**src/rtl/sys_cmd_ctrl.sv**
```systemverilog
// Command controller: decodes UART frame bytes and sequences the register file, the ALU and the TX FIFO.
// Latency: register and ALU strobes fire one cycle after the sampling edge; ALU result to FIFO takes 2 pushes (LS, MS).
// Backpressure: TX states hold while fifo_full is high, with fifo_wr_data stable; RX bytes arriving in wait/TX states are dropped.
//
// Ports:
//   clk, rst                   reference clock, async active-high reset
//   rx_p_data, rx_d_valid      synchronised RX byte stream
//   rf_*                       register-file address, write strobe/data, read strobe, read data/valid
//   alu_*                      ALU start strobe, function code, result/valid; gate_en is the ALU clock-gate enable
//   fifo_*                     TX FIFO write data, push and full
//   cmd_error                  one-cycle pulse for an unknown command byte in IDLE
module sys_cmd_ctrl #(
  parameter int data_width     = 8,
  parameter int addre_width    = 4,
  parameter int alu_func_width = 4
) (
  input  logic                      clk,
  input  logic                      rst,
  input  logic [data_width-1:0]     rx_p_data,
  input  logic                      rx_d_valid,
  output logic [addre_width-1:0]    rf_addr,
  output logic                      rf_wr_en,
  output logic [data_width-1:0]     rf_wr_data,
  output logic                      rf_rd_en,
  input  logic [data_width-1:0]     rf_rd_data,
  input  logic                      rf_rd_valid,
  output logic                      alu_en,
  output logic [alu_func_width-1:0] alu_func,
  input  logic [2*data_width-1:0]   alu_out,
  input  logic                      alu_out_valid,
  output logic                      gate_en,
  output logic [data_width-1:0]     fifo_wr_data,
  output logic                      fifo_wr_inc,
  input  logic                      fifo_full,
  output logic                      cmd_error
);

  localparam logic [3:0] S_IDLE     = 4'd0;
  localparam logic [3:0] S_WR_ADDR  = 4'd1;
  localparam logic [3:0] S_WR_DATA  = 4'd2;
  localparam logic [3:0] S_RD_ADDR  = 4'd3;
  localparam logic [3:0] S_RD_WAIT  = 4'd4;
  localparam logic [3:0] S_ALU_A    = 4'd5;
  localparam logic [3:0] S_ALU_B    = 4'd6;
  localparam logic [3:0] S_ALU_FUNC = 4'd7;
  localparam logic [3:0] S_ALU_WAIT = 4'd8;
  localparam logic [3:0] S_TX_LS    = 4'd9;
  localparam logic [3:0] S_TX_MS    = 4'd10;

  localparam logic [data_width-1:0] CMD_WR    = data_width'(8'hAA);
  localparam logic [data_width-1:0] CMD_RD    = data_width'(8'hBB);
  localparam logic [data_width-1:0] CMD_ALU   = data_width'(8'hCC);
  localparam logic [data_width-1:0] CMD_ALU_N = data_width'(8'hDD);

  logic [3:0]                state_q, state_d;
  logic [addre_width-1:0]    rf_addr_q, rf_addr_d;
  logic [data_width-1:0]     rf_wr_data_q, rf_wr_data_d;
  logic [alu_func_width-1:0] alu_func_q, alu_func_d;
  logic [2*data_width-1:0]   result_q, result_d;
  logic                      rf_wr_en_q, rf_wr_en_d;
  logic                      rf_rd_en_q, rf_rd_en_d;
  logic                      alu_en_q, alu_en_d;
  logic                      cmd_error_q, cmd_error_d;
  logic                      in_tx;

  always_comb begin
    state_d      = state_q;
    rf_addr_d    = rf_addr_q;
    rf_wr_data_d = rf_wr_data_q;
    alu_func_d   = alu_func_q;
    result_d     = result_q;
    rf_wr_en_d   = 1'b0;
    rf_rd_en_d   = 1'b0;
    alu_en_d     = 1'b0;
    cmd_error_d  = 1'b0;
    case (state_q)
      S_IDLE: begin
        if (rx_d_valid) begin
          case (rx_p_data)
            CMD_WR:    state_d = S_WR_ADDR;
            CMD_RD:    state_d = S_RD_ADDR;
            CMD_ALU:   state_d = S_ALU_A;
            CMD_ALU_N: state_d = S_ALU_FUNC;
            default:   cmd_error_d = 1'b1;
          endcase
        end
      end
      S_WR_ADDR: begin
        if (rx_d_valid) begin
          rf_addr_d = rx_p_data[addre_width-1:0];
          state_d   = S_WR_DATA;
        end
      end
      S_WR_DATA: begin
        if (rx_d_valid) begin
          rf_wr_data_d = rx_p_data;
          rf_wr_en_d   = 1'b1;
          state_d      = S_IDLE;
        end
      end
      S_RD_ADDR: begin
        if (rx_d_valid) begin
          rf_addr_d  = rx_p_data[addre_width-1:0];
          rf_rd_en_d = 1'b1;
          state_d    = S_RD_WAIT;
        end
      end
      S_RD_WAIT: begin
        // The read byte sits in the upper half so TX_MS pushes it as a single byte.
        if (rf_rd_valid) begin
          result_d = {rf_rd_data, {data_width{1'b0}}};
          state_d  = S_TX_MS;
        end
      end
      S_ALU_A: begin
        if (rx_d_valid) begin
          rf_addr_d    = '0;
          rf_wr_data_d = rx_p_data;
          rf_wr_en_d   = 1'b1;
          state_d      = S_ALU_B;
        end
      end
      S_ALU_B: begin
        if (rx_d_valid) begin
          rf_addr_d    = addre_width'(1);
          rf_wr_data_d = rx_p_data;
          rf_wr_en_d   = 1'b1;
          state_d      = S_ALU_FUNC;
        end
      end
      S_ALU_FUNC: begin
        if (rx_d_valid) begin
          alu_func_d = rx_p_data[alu_func_width-1:0];
          alu_en_d   = 1'b1;
          state_d    = S_ALU_WAIT;
        end
      end
      S_ALU_WAIT: begin
        if (alu_out_valid) begin
          result_d = alu_out;
          state_d  = S_TX_LS;
        end
      end
      S_TX_LS: if (!fifo_full) state_d = S_TX_MS;
      S_TX_MS: if (!fifo_full) state_d = S_IDLE;
      default: state_d = S_IDLE;
    endcase
  end

  always_ff @(posedge clk or posedge rst) begin
    if (rst) begin
      state_q      <= S_IDLE;
      rf_addr_q    <= '0;
      rf_wr_data_q <= '0;
      alu_func_q   <= '0;
      result_q     <= '0;
      rf_wr_en_q   <= 1'b0;
      rf_rd_en_q   <= 1'b0;
      alu_en_q     <= 1'b0;
      cmd_error_q  <= 1'b0;
    end else begin
      state_q      <= state_d;
      rf_addr_q    <= rf_addr_d;
      rf_wr_data_q <= rf_wr_data_d;
      alu_func_q   <= alu_func_d;
      result_q     <= result_d;
      rf_wr_en_q   <= rf_wr_en_d;
      rf_rd_en_q   <= rf_rd_en_d;
      alu_en_q     <= alu_en_d;
      cmd_error_q  <= cmd_error_d;
    end
  end

  assign in_tx        = (state_q == S_TX_LS) || (state_q == S_TX_MS);
  assign fifo_wr_inc  = in_tx && !fifo_full;
  // Data is a pure function of state and the result register, so it holds while the FIFO is full.
  assign fifo_wr_data = (state_q == S_TX_LS) ? result_q[data_width-1:0]
                                             : result_q[2*data_width-1:data_width];
  assign gate_en      = (state_q == S_ALU_FUNC) || (state_q == S_ALU_WAIT);
  assign rf_addr      = rf_addr_q;
  assign rf_wr_data   = rf_wr_data_q;
  assign rf_wr_en     = rf_wr_en_q;
  assign rf_rd_en     = rf_rd_en_q;
  assign alu_en       = alu_en_q;
  assign alu_func     = alu_func_q;
  assign cmd_error    = cmd_error_q;

endmodule

```
**config.mk**
```make
export PLATFORM = sky130hd
export DESIGN_NAME = sys_cmd_ctrl
export DESIGN_NICKNAME = d
export VERILOG_FILES = /design/src/rtl/sys_cmd_ctrl.sv
export SDC_FILE = /design/constraint.sdc
export NUM_CORES = 1
export LEC_CHECK = 0
export ABC_CLOCK_PERIOD_IN_PS = 2300
export CAP_MARGIN = 5
export CORE_MARGIN = 5
export CORE_UTILIZATION = 45
export DETAILED_ROUTE_END_ITERATION = 8
export PLACE_DENSITY = 0.8
export SYNTH_ARGS = -nofsm -noshare
export SYNTH_HDL_FRONTEND = slang
export SYNTH_SLANG_ARGS = --single-unit
```
**constraint.sdc**
```tcl
create_clock -name clk -period 2.3 [get_ports clk]
set_clock_uncertainty 0.1 [all_clocks]
set_input_delay 0.69 -clock clk [delete_from_list [all_inputs] [get_ports clk]]
set_output_delay 0.69 -clock clk [all_outputs]
set_load 0.01 [all_outputs]
```
==> results of run 1 <==
==> what timing repair did <==
action,4_1_cts,5_1_grt
gates resized for setup,65,10
hold buffers,0,0
setup buffers,1,2
endpoints found under the setup margin,13,14
pin swaps,4,10
==> per-layer routing <==
metal	wire (um)	vias up
li1	-	826
met1	2110	809
met2	2610	62
met3	538	7
met4	65	0
met5	0	-
==> metrics by stage <==
step | util | instances | total power (uW)
after floorplan | - | 178 | 2290
after global placement | 0.669 | 312 | 3230
after detailed placement | 0.669 | 312 | 3290
after CTS | 0.716 | 321 | 4110
after global routing | 0.727 | 323 | 4420
final | 0.727 | 323 | 4130
==> worst max-delay path, delay by kind of cell (launching register included) <==
kind / cells / cell delay, ns
AND/OR/NAND/NOR: 2 / 0.34
buffers and inverters: 2 / 0.24
flip-flops: 1 / 0.41
multiplexers: 1 / 0.30
==> cells in the mapped netlist (all sizes together) (3+ instances only) <==
cell,n,area share
o21ai,15,0.038
a22o,8,0.036
nand2,19,0.036
nand2b,3,0.0095
mux2i,8,0.041
and2,3,0.0095
mux2,23,0.13
nor2,9,0.021
clkbuf,3,0.0057
a21oi,3,0.0076
dfrtp,40,0.51
nor3b,3,0.011
nor3,3,0.0076
xnor2,3,0.013
buf,8,0.020
==> power by group <==
group	internal (uW)	switching, uW	total, uW
Combinational	1280	1050	2340
Sequential	1010	167	1170
Clock	383	238	621
Total	2680	1460	4130
==> area by class of cell <==
cell class	count	area (um^2)
multi-input cells	125	991
repair buffers	96	930
fillers	312	1170
clock buffers	7	96.3
flip-flops and latches	40	1000
well taps	52	65.1
clock inverters	1	30.0
inverters	2	7.51
==> logic make-up (layout without fill, tap and decap cells) <==
logic type	count (synthesis)	count (layout)
buf+inv	13	106
xor+xnor	4	4
compound gates	37	37
simple gates	53	53
mux	31	31
flops	40	40
==> worst paths after layout <==
check	from	end	slack, ns
worst max-delay path	state_q[1]	fifo_wr_data[5]	-0.08
worst min-delay path	rf_addr[1]	rf_addr[1]	0.39
worst max register to register	state_q[0]	state_q[0]	0.07
worst min register to register	rf_addr[1]	rf_addr[1]	0.39
max in group asynchronous	rst	state_q[1]	1.02
min in group asynchronous	rst	alu_en	0.73
==> state kept, by name, indices dropped and copies added (netlist names), 4 cells and up <==
signal	cells
rf_addr	4
rf_wr_data	8
result_q	16
alu_func	4
state_q	4
==> results by stage, run 1 <==
Synthesis:
- Counting every net in the synthesized netlist gives between 200 and 250.
- The instance count of the mapped netlist is about 180.
- Yosys mapped the design onto 41 distinct sky130hd cell types.
- The compound-gate portion of the synthesized area came to 0.126.
- The share of the Yosys chip area taken by registers is 0.508.
- Of the total synthesized cell area, the portion taken by full adders, half adders and majority gates is 0.
- The proportion of synthesized area in mux cells is 0.172.
- Yosys printed 0 warnings.
- The number of synthesized flops with an enable pin is 0.
- The post-synthesis cell area is between 1500 and 2000 um^2.
- The simple logic cell fraction of the synthesized area is 0.147.
- The share of flip-flops with an asynchronous set or reset is 1.00.
- The most used flip-flop cell after synthesis is sky130_fd_sc_hd__dfrtp_1.
- After synthesis, the largest family of logic cells by area is multiplexers.
- Of the total synthesized cell area, the portion taken by XOR and XNOR cells is 0.0178.
- Each instance of the synthesized netlist takes up on average approximately 11 um^2.
- The synthesized design contains 40 register bits.

Global routing:
- For met2 alone, demand over resource in global routing was 0.298.
- For this run, global-route usage on met3 was measured as 0.0839.
- The number of global-route vias before repair came to ~1700.
- The global-route total usage across every layer is 0.186.
- The maximum number of pins on one net before global-route repair is between 40 and 50.
- The wire length of the first global-routing pass is 8750 um.
- The total overflow reported by the global router is 0.
- met2 is the most crowded layer.
- The initial antenna violation count is 0.
- The fraction of met1 tracks used by global routing is 0.231.

Floorplan:
- From bottom edge to top edge, the die measures around 76 um.
- The number of standard-cell rows in the floorplan is 24.
- The number of top-level design ports is just under 70.
- The x dimension of the die is roughly 76 um.
- The overall die area is slightly below 6000 um^2.
- The total area inside the core boundary comes to around 4300 um^2.
- The initial standard-cell utilization of the core is 0.459.

Hold path:
- The worst hold path belongs to the class flip-flop to flip-flop.
- The cell depth of the worst min-delay path is 2.

Timing:
- After layout, the worst setup slack is -0.0825 ns.
- On the final layout, the worst hold slack is slightly below 0.4 ns.
- For this run, the top clock speed supported by timing is around 420 MHz.
- The total count of hold-check failures in the final report is 0.
- Setup violations remaining at the end of the flow were counted as 8.
- The transition at the pin with the smallest max-transition slack is about 0.65 ns.
- The number of max-slew violations in the final report was 0.
- The max-slew headroom at the worst pin is 0.562.
- Dividing the final minimum period by the clock period gives 1.04.
- The accumulated negative setup slack is -0.620 ns.
- Setup repair after global routing could not meet its margin everywhere.
- After layout, the minimum clock period comes to between 2 and 2.5 ns.

Final layout:
- From synthesis to final layout, the design area changed by 58.2%.
- Leaving out fill and tap cells, the most frequent cell in the layout is sky130_fd_sc_hd__clkdlybuf4s50_1.
- The number of nets in the layout is approximately 300.
- The top cell types in the final layout, fill and taps aside, are sky130_fd_sc_hd__clkdlybuf4s50_1, sky130_fd_sc_hd__dfrtp_1, sky130_fd_sc_hd__buf_4.
- The finished cells cover about 3100 um^2.
- The share of layout cells above drive strength 1 is 0.247.
- The repair_antennas step left the layout with diodes totalling 0.

Power and ir drop:
- IR analysis of the VDD net gives a maximum drop of ~0.00069 V.
- Summed over all cells, the static leakage comes to around 0.0015 uW.
- The power per cell area is 1320 nW/um^2.

Clock network:
- The clock-pin slew reported for the worst setup and hold paths after clock tree synthesis is ~0.070 ns.
- Clock latency on the worst-skew pair, taken at its later pin, is slightly below 0.3 ns.
- The clock net in this run drives a total of 40 sinks.
- The number of clock buffers added by TritonCTS is 5.
- The buffer type at the clock tree root is sky130_fd_sc_hd__clkbuf_8.
- The deepest clock path buffer count is 2.
- TritonCTS built the clock tree.
- CTS built an H-tree with a depth of 2.

Place:
- The congestion estimate from routability-driven global placement came to 0.796.
- At the placement stage, the worst setup path has a slack of -0.523 ns.
- The post-placement cell area is roughly 2900 um^2.
- Once detailed placement completed, the half-perimeter wirelength came to between 3000 and 4000 um.
- In this run the tool buffered the top-level ports with 67 buffer cells.

Drt:
- The remaining antenna violation count after routing is 0.
- In the final routed layout, each cell accounts on average for 16.5 um.
- Across all layers, the routed design uses 1704 vias.
- The via density per instance is ~5.3.
- The total DRC errors in the routed layout is 0.
- In this run, the number of DRC markers left after iteration 0 of detailed routing was 135.
- The wire length reported by the detailed router is around 5300 um.
- The pre-antenna-repair detailed-routing pass consisted of 4 iterations.

Critical path:
- Data arrives at the worst endpoint at between 1.5 and 2 ns.
- The largest incremental delay on the critical path is a little over 0.4 ns.
- The type of the worst setup path is flip-flop to output port.
- Counting stages on the worst path, the most repeated cell is sky130_fd_sc_hd__buf_6.
- Walking the worst path, the cells encountered are nor2_2 > and3_4 > buf_6 > mux2_4 > buf_6.
- The worst register-to-register path has a depth of 6.
- For the worst setup path, the data required time is around 1.5 ns.
- The maximum fanout along the worst path is 4.
- The cell type of the slowest stage on the worst timing path is sky130_fd_sc_hd__dfrtp_1.
- The kind of start point of the critical path is a flip-flop.
- The type of destination of the critical path is an output port.

Job:
- Max-cap violations in this run came to 0.

Run status:
- The flow ran to the end, but the final reports show violations.
- The final reports fail on setup timing.
No activity file was read; power rests on OpenSTA's default activity.
==> inputs of run 2 (changes only) <==
ABC_CLOCK_PERIOD_IN_PS = 2700   (was 2300)
CTS_BUF_LIST = sky130_fd_sc_hd__clkbuf_2   (was not set)
MAX_ROUTING_LAYER = met4   (was not set)
clock period = 2.7 ns   (was 2.3 ns; I/O delays follow)
==> results by stage, run 2 (synthesis gave the netlist of run 1 again) <==
Timing:
- The total count of hold-check failures in the final report is 0.
- Once routing completed, OpenROAD measured the worst setup slack at 0.0802 ns.
- The number of endpoints failing setup at the final stage is 0.
- Setup repair after global routing could not meet its margin everywhere.
- The final clock period utilization by the worst path is 0.970.
- The transition at the pin with the smallest max-transition slack is 0.505 ns.
- The maximum clock frequency is approximately 380 MHz.
- The worst path needs roughly 2.6 ns of the cycle, external delays included.
- The max-slew headroom at the worst pin is 0.663.
- The accumulated negative setup slack is 0 ns.
- The number of max-slew violations in the final report was 0.

Clock network:
- The TritonCTS clock tree is done.
- The number of buffers inserted during clock tree synthesis is 5.
- After clock tree synthesis, the flow added hold-fix buffers numbering 0.
- Clock-pin slew was measured on the worst setup and hold paths at between 0.15 and 0.2 ns.
- The clock network latency to the later pin of the worst-skew pair is around 0.39 ns.
- The number of clock sinks is 40.
- CTS placed an instance of sky130_fd_sc_hd__clkbuf_2 at the clock tree root.
- The H-tree generated during clock tree synthesis spans 2 levels.
- The deepest clock path buffer count is 2.

Final layout:
- Relative to the synthesized area, the layout overhead comes to 47.1%.
- The register with the most flip-flops is result_q.
- The number of fill cells in the layout is around 350.
- The top cell types in the final layout, fill and taps aside, are sky130_fd_sc_hd__clkdlybuf4s50_1, sky130_fd_sc_hd__dfrtp_1, sky130_fd_sc_hd__nand2_1.
- Summing all multi-input logic gate instances after layout gives ~970 um^2.
- The register cell area after layout is ~1000 um^2.
- The flip-flop count of the largest register after layout is 16.
- The number of antenna diodes is 0.
- The number of nets in the layout is just under 300.
- Of the cells placed in the final design, the portion with a size suffix greater than 1 is 0.199.
- The finished cells cover 2900 um^2.
- The library cell used most frequently in the layout, excluding fill and tap cells, is sky130_fd_sc_hd__clkdlybuf4s50_1.
- The post-route core utilization is 0.675.

Floorplan:
- In this run the standard cell core region covers between 4000 and 5000 um^2.
- The overall die area is between 5000 and 6000 um^2.
- The height of the chip is between 70 and 80 um.
- The number of top-level design ports is 68.
- The floorplan has 24 rows.
- For this configuration, the core starts out at a cell density of 0.459.
- The x dimension of the die is about 76 um.

Hold path:
- In this run the most critical hold path is launched from rf_addr[1].
- The worst hold path terminates at rf_addr[1].
- The type of the most critical hold path is flip-flop to flip-flop.
- Along the worst hold path, the cell count comes to 2.

Critical path:
- The type of destination of the critical path is an output port.
- For the worst flop-to-flop path, the logic depth is 6.
- In this run the worst setup path begins at state_q[1].
- At the worst endpoint, the required time is ~1.8 ns.
- The setup slack of the worst register-to-register path is around 0.7 ns.
- STA classifies the critical path startpoint as a flip-flop.
- The startpoint identified for the worst register-to-register timing path is state_q[3].
- The capture instance of the worst register-to-register path is state_q[1].
- The type of the worst setup path is flip-flop to output port.
- STA puts the critical path data arrival time at roughly 1.7 ns.
- The maximum fanout along the worst path is 4.

Power and ir drop:
- Cell internal power was estimated by the tool at ~1900 uW.
- Dividing total power by cell area gives a power density of 1060 nW/um^2.
- The fraction of power consumed by the clock network is 0.083.
- The leakage component of the power is around 0.0013 uW.
- The switching power of the nets is approximately 1200 uW.
- Of the total power, registers draw 0.325.
- Across the VDD grid, the largest voltage drop is ~0.00056 V.
- The net switching share of the total power is 0.376.
- Of the total power, combinational logic draws 0.591.

Drt:
- The wire length reported by the detailed router is 4900 um.
- The number of violations reported at the end of detailed-routing iteration 0 is 119.
- The detail route stage leaves a number of antenna-violating nets equal to 0.
- The pre-antenna-repair detailed-routing pass consisted of 4 iterations.
- The mean routed wirelength per cell is between 15 and 20 um.
- After detailed routing, the number of vias per cell comes to around 5.2.
- After detailed routing, the number of remaining DRC violations is 0.
- The number of vias after detailed routing is roughly 1600.

Global routing:
- The initial antenna violation count is 0.
- Entering global routing, the biggest net connects ~40 pins.
- The first global-routing pass estimated about 8500 um of wire.
- The number of global-route vias before repair came to approximately 1700.
- The total overflow reported by the global router is 0.
- Across every metal layer, demand over resource in global routing totals 0.183.

Place:
- The setup slack at placement is -0.312 ns.
- The placer congestion estimate is around 0.79.
- The post-DP HPWL is 3670 um.
- In this run the tool buffered the top-level ports with 67 buffer cells.
- The post-placement cell area is 2800 um^2.

Job:
- Max-cap violations in this run came to 0.

Run status:
- The flow ran to the end, and the final reports show no timing, DRC or antenna violations.
-- run 2: cell count changes in the layout (fill, tap and decap cells not counted), sizes merged --
| cell | previous run | this run |
|---|---|---|
| bufinv | 1 | 0 |
| clkdlybuf4s50 | 50 | 57 |
| dlymetal6s2s | 7 | 0 |
| clkbuf | 7 | 8 |
| clkinv | 0 | 1 |
| buf | 39 | 28 |
-- run 2: layout make-up --
type | count | area share
clock buffer | 7 | 0.0121
clock inverter | 1 | 0.00129
inverter | 2 | 0.00259
multi-input combinational | 125 | 0.333
sequential | 40 | 0.346
tap | 52 | 0.0224
timing repair buffer | 86 | 0.283
-- run 2: how the worst max path moves through the flow --
stage	to	slack, ns	cells after the start
detailed placement	fifo_wr_inc	-0.31	3
global route	fifo_wr_data[5]	-0.04	5
floorplan	fifo_wr_data[0]	0.28	5
global placement	fifo_wr_inc	-0.28	3
finish	fifo_wr_data[2]	0.08	5
CTS	fifo_wr_inc	0.007	3
-- run 2: stage by stage --
step / power (uW) / hold slack, ns / cells
floorplan: 1950 / 0.348 / 178
global placement: 2660 / 0.360 / 304
detailed placement: 2710 / 0.373 / 304
CTS: 2950 / 0.412 / 314
global route: 3320 / 0.438 / 313
finish: 3070 / 0.402 / 313
-- run 2: power groups by stage --
stage	Combinational [uW]	Clock, uW	Sequential (uW)
6_report	1820	256	999
2_1_floorplan	922	0	1030
4_1_cts	1690	265	993
3_3_place_gp	1670	0	987
3_5_place_dp	1710	0	1000
5_1_grt	1980	299	1040
-- run 2: worst max-delay path, stage by stage, from the launching register on --
cell and delay (ns):
sky130_fd_sc_hd__dfrtp_1 0.43, sky130_fd_sc_hd__nor2_2 0.13, sky130_fd_sc_hd__and3_4 0.21, sky130_fd_sc_hd__buf_6 0.12, sky130_fd_sc_hd__mux2_4 0.30, sky130_fd_sc_hd__buf_6 0.12
-- run 2: timing repair --
item / in CTS / in global routing
buffers inserted: 2 / 0
pin swaps: 1 / 2
setup endpoints to repair: 10 / 10
resized for setup: 44 / 18
-- run 2: routing by layer --
metal  wire length (um)  global-route usage  share of wire  up-vias
met5                  0                   -              0        -
met2               2360               0.280           0.48       54
li1                   -                   -              -      804
met1               2070               0.232           0.42      773
met4                 46              0.0420         0.0094        0
met3                423              0.0686          0.086        6
